[src/rtl/pc_fetch_unit_pkg.sv]
// Shared definitions for the PIC16-compatible fetch unit.
//   - default widths and reset encodings
//   - PC source selector used by the next-PC priority mux
//   - target-address helpers for goto/call and PCL writes
package pc_fetch_unit_pkg;

    localparam int INSTR_W         = 14;
    localparam int PC_W_DEF        = 13;
    localparam int STACK_DEPTH_DEF = 8;
    localparam logic [INSTR_W-1:0] NOP_WORD_DEF = 14'h0000;

    // Winning source for the next program counter value
    typedef enum logic [2:0] {
        SRC_HOLD = 3'd0,
        SRC_CALL = 3'd1,
        SRC_JUMP = 3'd2,
        SRC_RET  = 3'd3,
        SRC_PCL  = 3'd4,
        SRC_INCR = 3'd5
    } pc_src_e;

    // goto/call target: PCLATH<4:3> selects the 2K page, opcode supplies the low 11 bits
    function automatic logic [12:0] goto_target(input logic [1:0]  page,
                                                input logic [10:0] offset);
        return {page, offset};
    endfunction

    // Computed jump through PCL: all of PCLATH forms the upper bits
    function automatic logic [12:0] pcl_target(input logic [4:0] pclath,
                                               input logic [7:0] pcl);
        return {pclath, pcl};
    endfunction

endpackage

[src/rtl/pc_fetch_unit_hw_stack.sv]
// hw_stack: circular register-file return stack.
//   clk, rst : clock and synchronous active-high reset (pointer and depth only)
//   push     : write din at [ptr], then ptr+1
//   pop      : ptr-1; dout is combinational from [ptr-1]
//   din/dout : return address in / out
//   ovf/unf  : single-cycle event, push at full / pop at empty
// The pointer simply wraps, so a push at full overwrites the oldest entry and
// a pop at empty returns whatever the wrapped slot holds, as on PIC16 parts.
module hw_stack #(
    parameter int DATA_W = 13,
    parameter int DEPTH  = 8
) (
    input  logic              clk,
    input  logic              rst,
    input  logic              push,
    input  logic              pop,
    input  logic [DATA_W-1:0] din,
    output logic [DATA_W-1:0] dout,
    output logic              ovf,
    output logic              unf
);

    localparam int PTR_W = $clog2(DEPTH);
    localparam logic [PTR_W-1:0] PTR_ONE    = PTR_W'(1'b1);
    localparam logic [PTR_W:0]   DEPTH_ONE  = (PTR_W+1)'(1'b1);
    localparam logic [PTR_W:0]   DEPTH_ZERO = (PTR_W+1)'(1'b0);
    localparam logic [PTR_W:0]   DEPTH_FULL = (PTR_W+1)'(DEPTH);

    logic [DATA_W-1:0] mem_r [DEPTH];
    logic [PTR_W-1:0]  ptr_r;
    logic [PTR_W:0]    depth_r;
    logic              full_s;
    logic              empty_s;

    assign full_s  = (depth_r == DEPTH_FULL);
    assign empty_s = (depth_r == DEPTH_ZERO);
    assign dout    = mem_r[ptr_r - PTR_ONE];
    assign ovf     = push & full_s;
    assign unf     = pop & empty_s;

    // Entry storage; contents are deliberately not reset
    always_ff @(posedge clk) begin
        if (push) begin
            mem_r[ptr_r] <= din;
        end
    end

    // Wrapping pointer and saturating live-entry count
    always_ff @(posedge clk) begin
        if (rst) begin
            ptr_r   <= {PTR_W{1'b0}};
            depth_r <= DEPTH_ZERO;
        end else if (push) begin
            ptr_r <= ptr_r + PTR_ONE;
            if (!full_s) begin
                depth_r <= depth_r + DEPTH_ONE;
            end
        end else if (pop) begin
            ptr_r <= ptr_r - PTR_ONE;
            if (!empty_s) begin
                depth_r <= depth_r - DEPTH_ONE;
            end
        end
    end

endmodule

[src/rtl/pc_fetch_unit.sv]
// pc_fetch_unit: program counter, instruction register and return stack.
//   clk, rst        : core clock, synchronous active-high reset
//   pmem_addr       : program memory address (= pc)
//   pmem_data       : async ROM word at pmem_addr
//   instr_current   : instruction register, to the decoder
//   instr_rd_en     : load pmem_data into instr_current
//   instr_flush     : load NOP_WORD into instr_current (wins over rd)
//   pc_incr_en      : pc <= pc + 1 (wraps)
//   pc_j_en         : goto, pc <= {pclath[4:3], instr_current[10:0]}
//   pc_call_en      : push pc, then jump as goto
//   pc_ret_en       : pc <= popped return address
//   pcl_wr_en       : pc <= {pclath, pcl_data}
//   pcl_data        : new PCL value
//   pclath          : PCLATH register contents
//   pc              : current program counter
//   stk_ovf/stk_unf : sticky stack overflow / underflow flags
module pc_fetch_unit
    import pc_fetch_unit_pkg::*;
#(
    parameter int                 PC_W        = PC_W_DEF,
    parameter int                 STACK_DEPTH = STACK_DEPTH_DEF,
    parameter logic [INSTR_W-1:0] NOP_WORD    = NOP_WORD_DEF
) (
    input  logic               clk,
    input  logic               rst,
    output logic [PC_W-1:0]    pmem_addr,
    input  logic [INSTR_W-1:0] pmem_data,
    output logic [INSTR_W-1:0] instr_current,
    input  logic               instr_rd_en,
    input  logic               instr_flush,
    input  logic               pc_incr_en,
    input  logic               pc_j_en,
    input  logic               pc_call_en,
    input  logic               pc_ret_en,
    input  logic               pcl_wr_en,
    input  logic [7:0]         pcl_data,
    input  logic [4:0]         pclath,
    output logic [PC_W-1:0]    pc,
    output logic               stk_ovf,
    output logic               stk_unf
);

    logic [PC_W-1:0]    pc_r;
    logic [INSTR_W-1:0] ir_r;
    logic               stk_ovf_r;
    logic               stk_unf_r;

    pc_src_e            pc_src_s;
    logic [PC_W-1:0]    pc_next_s;
    logic [PC_W-1:0]    goto_pc_s;
    logic [PC_W-1:0]    pcl_pc_s;
    logic [PC_W-1:0]    ret_pc_s;
    logic               push_s;
    logic               pop_s;
    logic               ovf_evt_s;
    logic               unf_evt_s;

    // Target is taken from the instruction register before any flush lands
    assign goto_pc_s = PC_W'(goto_target(pclath[4:3], ir_r[10:0]));
    assign pcl_pc_s  = PC_W'(pcl_target(pclath, pcl_data));

    // Only the winning source may touch the stack
    assign push_s = (pc_src_s == SRC_CALL);
    assign pop_s  = (pc_src_s == SRC_RET);

    hw_stack #(
        .DATA_W (PC_W),
        .DEPTH  (STACK_DEPTH)
    ) u_stack (
        .clk  (clk),
        .rst  (rst),
        .push (push_s),
        .pop  (pop_s),
        .din  (pc_r),
        .dout (ret_pc_s),
        .ovf  (ovf_evt_s),
        .unf  (unf_evt_s)
    );

    // Strobe priority: call > goto > return > PCL write > increment > hold
    always_comb begin
        pc_src_s = SRC_HOLD;
        if (pc_call_en) begin
            pc_src_s = SRC_CALL;
        end else if (pc_j_en) begin
            pc_src_s = SRC_JUMP;
        end else if (pc_ret_en) begin
            pc_src_s = SRC_RET;
        end else if (pcl_wr_en) begin
            pc_src_s = SRC_PCL;
        end else if (pc_incr_en) begin
            pc_src_s = SRC_INCR;
        end else begin
            pc_src_s = SRC_HOLD;
        end
    end

    // Next-PC mux driven by the selected source
    always_comb begin
        pc_next_s = pc_r;
        case (pc_src_s)
            SRC_CALL: pc_next_s = goto_pc_s;
            SRC_JUMP: pc_next_s = goto_pc_s;
            SRC_RET:  pc_next_s = ret_pc_s;
            SRC_PCL:  pc_next_s = pcl_pc_s;
            SRC_INCR: pc_next_s = pc_r + PC_W'(1'b1);
            SRC_HOLD: pc_next_s = pc_r;
            default:  pc_next_s = pc_r;
        endcase
    end

    // PC, instruction register and sticky stack flags
    always_ff @(posedge clk) begin
        if (rst) begin
            pc_r      <= {PC_W{1'b0}};
            ir_r      <= NOP_WORD;
            stk_ovf_r <= 1'b0;
            stk_unf_r <= 1'b0;
        end else begin
            pc_r <= pc_next_s;
            if (instr_flush) begin
                ir_r <= NOP_WORD;
            end else if (instr_rd_en) begin
                ir_r <= pmem_data;
            end
            stk_ovf_r <= stk_ovf_r | ovf_evt_s;
            stk_unf_r <= stk_unf_r | unf_evt_s;
        end
    end

    assign pc            = pc_r;
    assign pmem_addr     = pc_r;
    assign instr_current = ir_r;
    assign stk_ovf       = stk_ovf_r;
    assign stk_unf       = stk_unf_r;

endmodule

[config.mk]
export PLATFORM = sky130hd
export DESIGN_NAME = pc_fetch_unit
export DESIGN_NICKNAME = d
export VERILOG_FILES = /design/src/rtl/pc_fetch_unit_pkg.sv /design/src/rtl/pc_fetch_unit_hw_stack.sv /design/src/rtl/pc_fetch_unit.sv
export SDC_FILE = /design/constraint.sdc
export NUM_CORES = 1
export LEC_CHECK = 0
export BUFFER_PORTS_ARGS = -buffer_cell sky130_fd_sc_hd__clkbuf_2
export CAP_MARGIN = 10
export CORE_MARGIN = 5
export CORE_UTILIZATION = 55
export DETAILED_ROUTE_END_ITERATION = 16
export PLACE_DENSITY = 0.83
export SKIP_LAST_GASP = 1
export SYNTH_ARGS = -nofsm -noshare
export SYNTH_HDL_FRONTEND = slang
export SYNTH_HIERARCHICAL = 1
export SYNTH_SLANG_ARGS = --single-unit
[constraint.sdc]
create_clock -name clk -period 4 [get_ports clk]
set_clock_uncertainty 0.05 [all_clocks]
set_input_delay 0.4 -clock clk [delete_from_list [all_inputs] [get_ports clk]]
set_output_delay 0.4 -clock clk [all_outputs]
set_load 0.05 [all_outputs]
==> flow_metrics.env <==
export IMPL_slew_headroom_pct=28.9
export IMPL_die_x_um=117
export IMPL_synthFlopType="edfxtp_1"
export IMPL_grt_overflow_total=0
export IMPL_postSynthAreaPerCell_um2=14.2
export IMPL_die_h_um=117
export IMPL_path_class="reg2reg"
export IMPL_dieArea_mm2=0.0136
export IMPL_rsz0062_at_grt="false"
export IMPL_yosysSeqAreaShare_pct=61.2
export IMPL_max_freq_mhz=327
export IMPL_synth_top_family_by_area="multiplexers"
export IMPL_yosysUniqueCellTypes=64
export IMPL_vdd_drop_max_mv=0.362
export IMPL_drv_slew=0
export IMPL_layout_area_overhead_vs_synth_pct=15.8
export IMPL_htree_levels=4
export IMPL_clock_tree_buffer_depth=2
export IMPL_combinationalPowerShare_pct=14.2
export IMPL_worst_pin_slew_ns=1.07
export IMPL_dr_pass1_iters=5
export IMPL_clock_sinks=140
export IMPL_worst_skew_pair_late_latency_ns=0.42
export IMPL_start_util_pct=55.4
export IMPL_placementRows=39
export IMPL_synth_compound_gate_area_share_pct=7.34
export IMPL_status="finished, final reports clean"
export IMPL_routedWlPerCell_um=20.9
export IMPL_nNetsFinal=554
export IMPL_switchingPower_uw=963
export IMPL_cp_end_kind="flop"
export IMPL_clk_pin_slew_worst_paths_ns=0.06
export IMPL_setup_viol=0
export IMPL_crit_required_ns=4.26
export IMPL_synthTopCellsByArea="edfxtp_1, dfxtp_1, mux4_2, nor2_1, mux2i_1"
export IMPL_reg2regPathDepth=9
export IMPL_syn_nets=485
export IMPL_synth_simple_gate_area_share_pct=10.1
export IMPL_synth_cells=443
export IMPL_grt_pass1_vias=4103
export IMPL_netlist_area_mm2=0.00628
export IMPL_pre_cts_slack_ns=1.01
export IMPL_period_needed_ns=3.06
export IMPL_via_per_inst=6.12
export IMPL_cts_resized=0
export IMPL_setup_ws_ns=0.940
export IMPL_port_buffers=77
export IMPL_ant_nets=0
export IMPL_synthXorXnorAreaFrac_pct=0.837
export IMPL_dp_hpwl_mm=9.32
export IMPL_postCtsSetupRepairBufs=0
export IMPL_synth_top_area_share_pct=49.8
export IMPL_synth_edf_count=104
export IMPL_dr_first_iter_drc_count=317
export IMPL_boundaryPins=78
export IMPL_antenna_found_initial=0
export IMPL_ys_warn_count=6
export IMPL_drc=0
export IMPL_insertedDiodeCount=0
export IMPL_whs_path_depth=3
export IMPL_vias=4091
export IMPL_ys_ff_latch=140
export IMPL_synthAdderAreaFrac_pct=1.32
export IMPL_async_reset_ff_share_pct=0
export IMPL_core_area_mm2=0.0113
export IMPL_period_share_pct=76.5
export IMPL_fillers=808
export IMPL_grt_pass1_wl_mm=21.9
export IMPL_critical_path_arrival_ns=3.32
export IMPL_place_congestion=0.900
export IMPL_internal_power_mw=2.76
export IMPL_power_frac_seq_pct=45.3
export IMPL_setup_worst_path_start_class="flop"
export IMPL_cts_hold_fix_buffers=0
export IMPL_powerDensity_mw_per_mm2=512
export IMPL_hold_class="in2reg"
export IMPL_synth_top_area_cell="edfxtp_1"
export IMPL_cellLeakagePower_nw=2.68
export IMPL_tritoncts="built"
export IMPL_maxCapViolations=0
export IMPL_p_sw_share_pct=25.9
export IMPL_p_clk_share_pct=40.5
export IMPL_path_max_fanout=17
export IMPL_grt_max_degree=32
export IMPL_hold_viol_final=0
export IMPL_track_usage_pct=21.8
export IMPL_drive_gt1_share_pct=32.2
export IMPL_setup_tns_ns=0
export IMPL_routed_wl_mm=14.0
export IMPL_muxShareOfSynthArea_pct=14.7
export IMPL_cts_buffers=17
export IMPL_cts_root_buf="clkbuf_16"
[path summary, 6_finish.rpt]
path                                        from          endpoint  slack [ns]
worst min register to register           stk_unf           stk_unf        0.43
worst max-delay path            u_stack/ptr_r[1]             pc[9]        0.94
worst max register to register  u_stack/ptr_r[1]             pc[9]        0.94
worst min-delay path                pmem_data[0]  instr_current[0]        0.17
[state kept, by name (all words and copies together) (netlist names)]
| signal | flops |
|---|---|
| u_stack/mem_r | 104 |
| instr_current | 14 |
| pc | 13 |
| u_stack/depth_r | 4 |
| u_stack/ptr_r | 3 |
| stk_ovf | 1 |
| stk_unf | 1 |
[critical path, stage by stage, from the launching register on]
cell and delay, ns:
dfxtp_1 0.38, inv_1 0.08, ha_1 0.79, buf_4 0.35, mux4_2 0.32, mux2_2 0.29
nor2b_1 0.12, a31oi_1 0.06, a211o_1 0.30, a32o_1 0.21
[power by group through the flow]
stage	Combinational (mW)	Sequential [mW]	Clock (mW)
after CTS	0.530	1.68	1.53
after detailed placement	0.523	1.71	0
after global routing	0.562	1.69	1.60
after global placement	0.506	1.71	0
final	0.528	1.68	1.51
after floorplan	0.357	1.74	0
[area by class of cell]
cell class              instances  area (um^2)  share of cell area [%]
clock inverters                14          146                    2.01
well taps                     143          179                    2.46
inverters                       8         30.0                   0.413
multi-input cells             256         2160                    29.8
flip-flops and latches        140         3840                    52.9
repair buffers                 89          475                    6.54
clock buffers                  18          429                    5.90
[routing by layer]
layer  vias up  track usage (%)  part of all wire (%)
li1       1833                -                     -
met3        27             5.91                   8.0
met5         -                0                     0
met1      2010             28.5                    40
met4         0             7.19                   2.0
met2       221             35.6                    50
[cells by family (layout without fill, tap and decap cells)]
logic type      count (synthesis)  after routing
simple gates                  125            125
compound gates                 64             64
xor+xnor                        6              6
mux                            55             55
flops                         140            140
buf+inv                        47            129
fa+ha+maj                       6              6
[synthesized netlist by cell type, drive strengths merged, types with 5 or more instances]
| cell type | n |
|---|---|
| a211oi | 6 |
| o21ai | 13 |
| nor2b | 7 |
| a31oi | 7 |
| nand2 | 28 |
| mux2i | 15 |
| nor2 | 44 |
| nand3 | 6 |
| clkbuf | 6 |
| dfxtp | 36 |
| nand2b | 6 |
| mux2 | 13 |
| buf | 33 |
| nor3 | 10 |
| a21oi | 13 |
| edfxtp | 104 |
| inv | 7 |
| ha | 5 |
| xnor2 | 5 |
| mux4 | 27 |
[cell usage in the layout (no fill, tap or decap), types with 3 or more instances in the layout]
| cell | instances |
|---|---|
| edfxtp_1 | 104 |
| clkbuf_2 | 77 |
| nor2_1 | 44 |
| dfxtp_1 | 35 |
| nand2_1 | 28 |
| mux4_2 | 22 |
| clkbuf_16 | 17 |
| mux2i_1 | 15 |
| a21oi_1 | 13 |
| mux2_2 | 13 |
| buf_4 | 12 |
| o21ai_0 | 11 |
| inv_1 | 7 |
| nor2b_1 | 7 |
| nand2b_1 | 6 |
| a31oi_1 | 6 |
| nor3_1 | 5 |
| nand3_1 | 5 |
| a211oi_1 | 5 |
| xnor2_1 | 5 |
| ha_1 | 5 |
| mux4_1 | 5 |
| nor3_2 | 4 |
| clkinv_2 | 4 |
| nor3b_1 | 3 |
| and3_1 | 3 |
| o221ai_1 | 3 |
| a311oi_1 | 3 |
| clkinvlp_4 | 3 |
| clkinv_4 | 3 |
[per-stage QoR]
stage	utilization (%)	hold WS [ns]	instance area, um^2	total power [mW]	cells
6_report	64.2	0.168	7270	3.72	668
5_1_grt	64.2	0.166	7270	3.86	668
4_1_cts	64.2	0.155	7270	3.74	668
3_5_place_dp	59.1	0.423	6690	2.24	636
3_3_place_gp	59.1	0.398	6690	2.21	636
2_1_floorplan	-	0.419	6280	2.10	443
(Power assumes the default switching activity.)
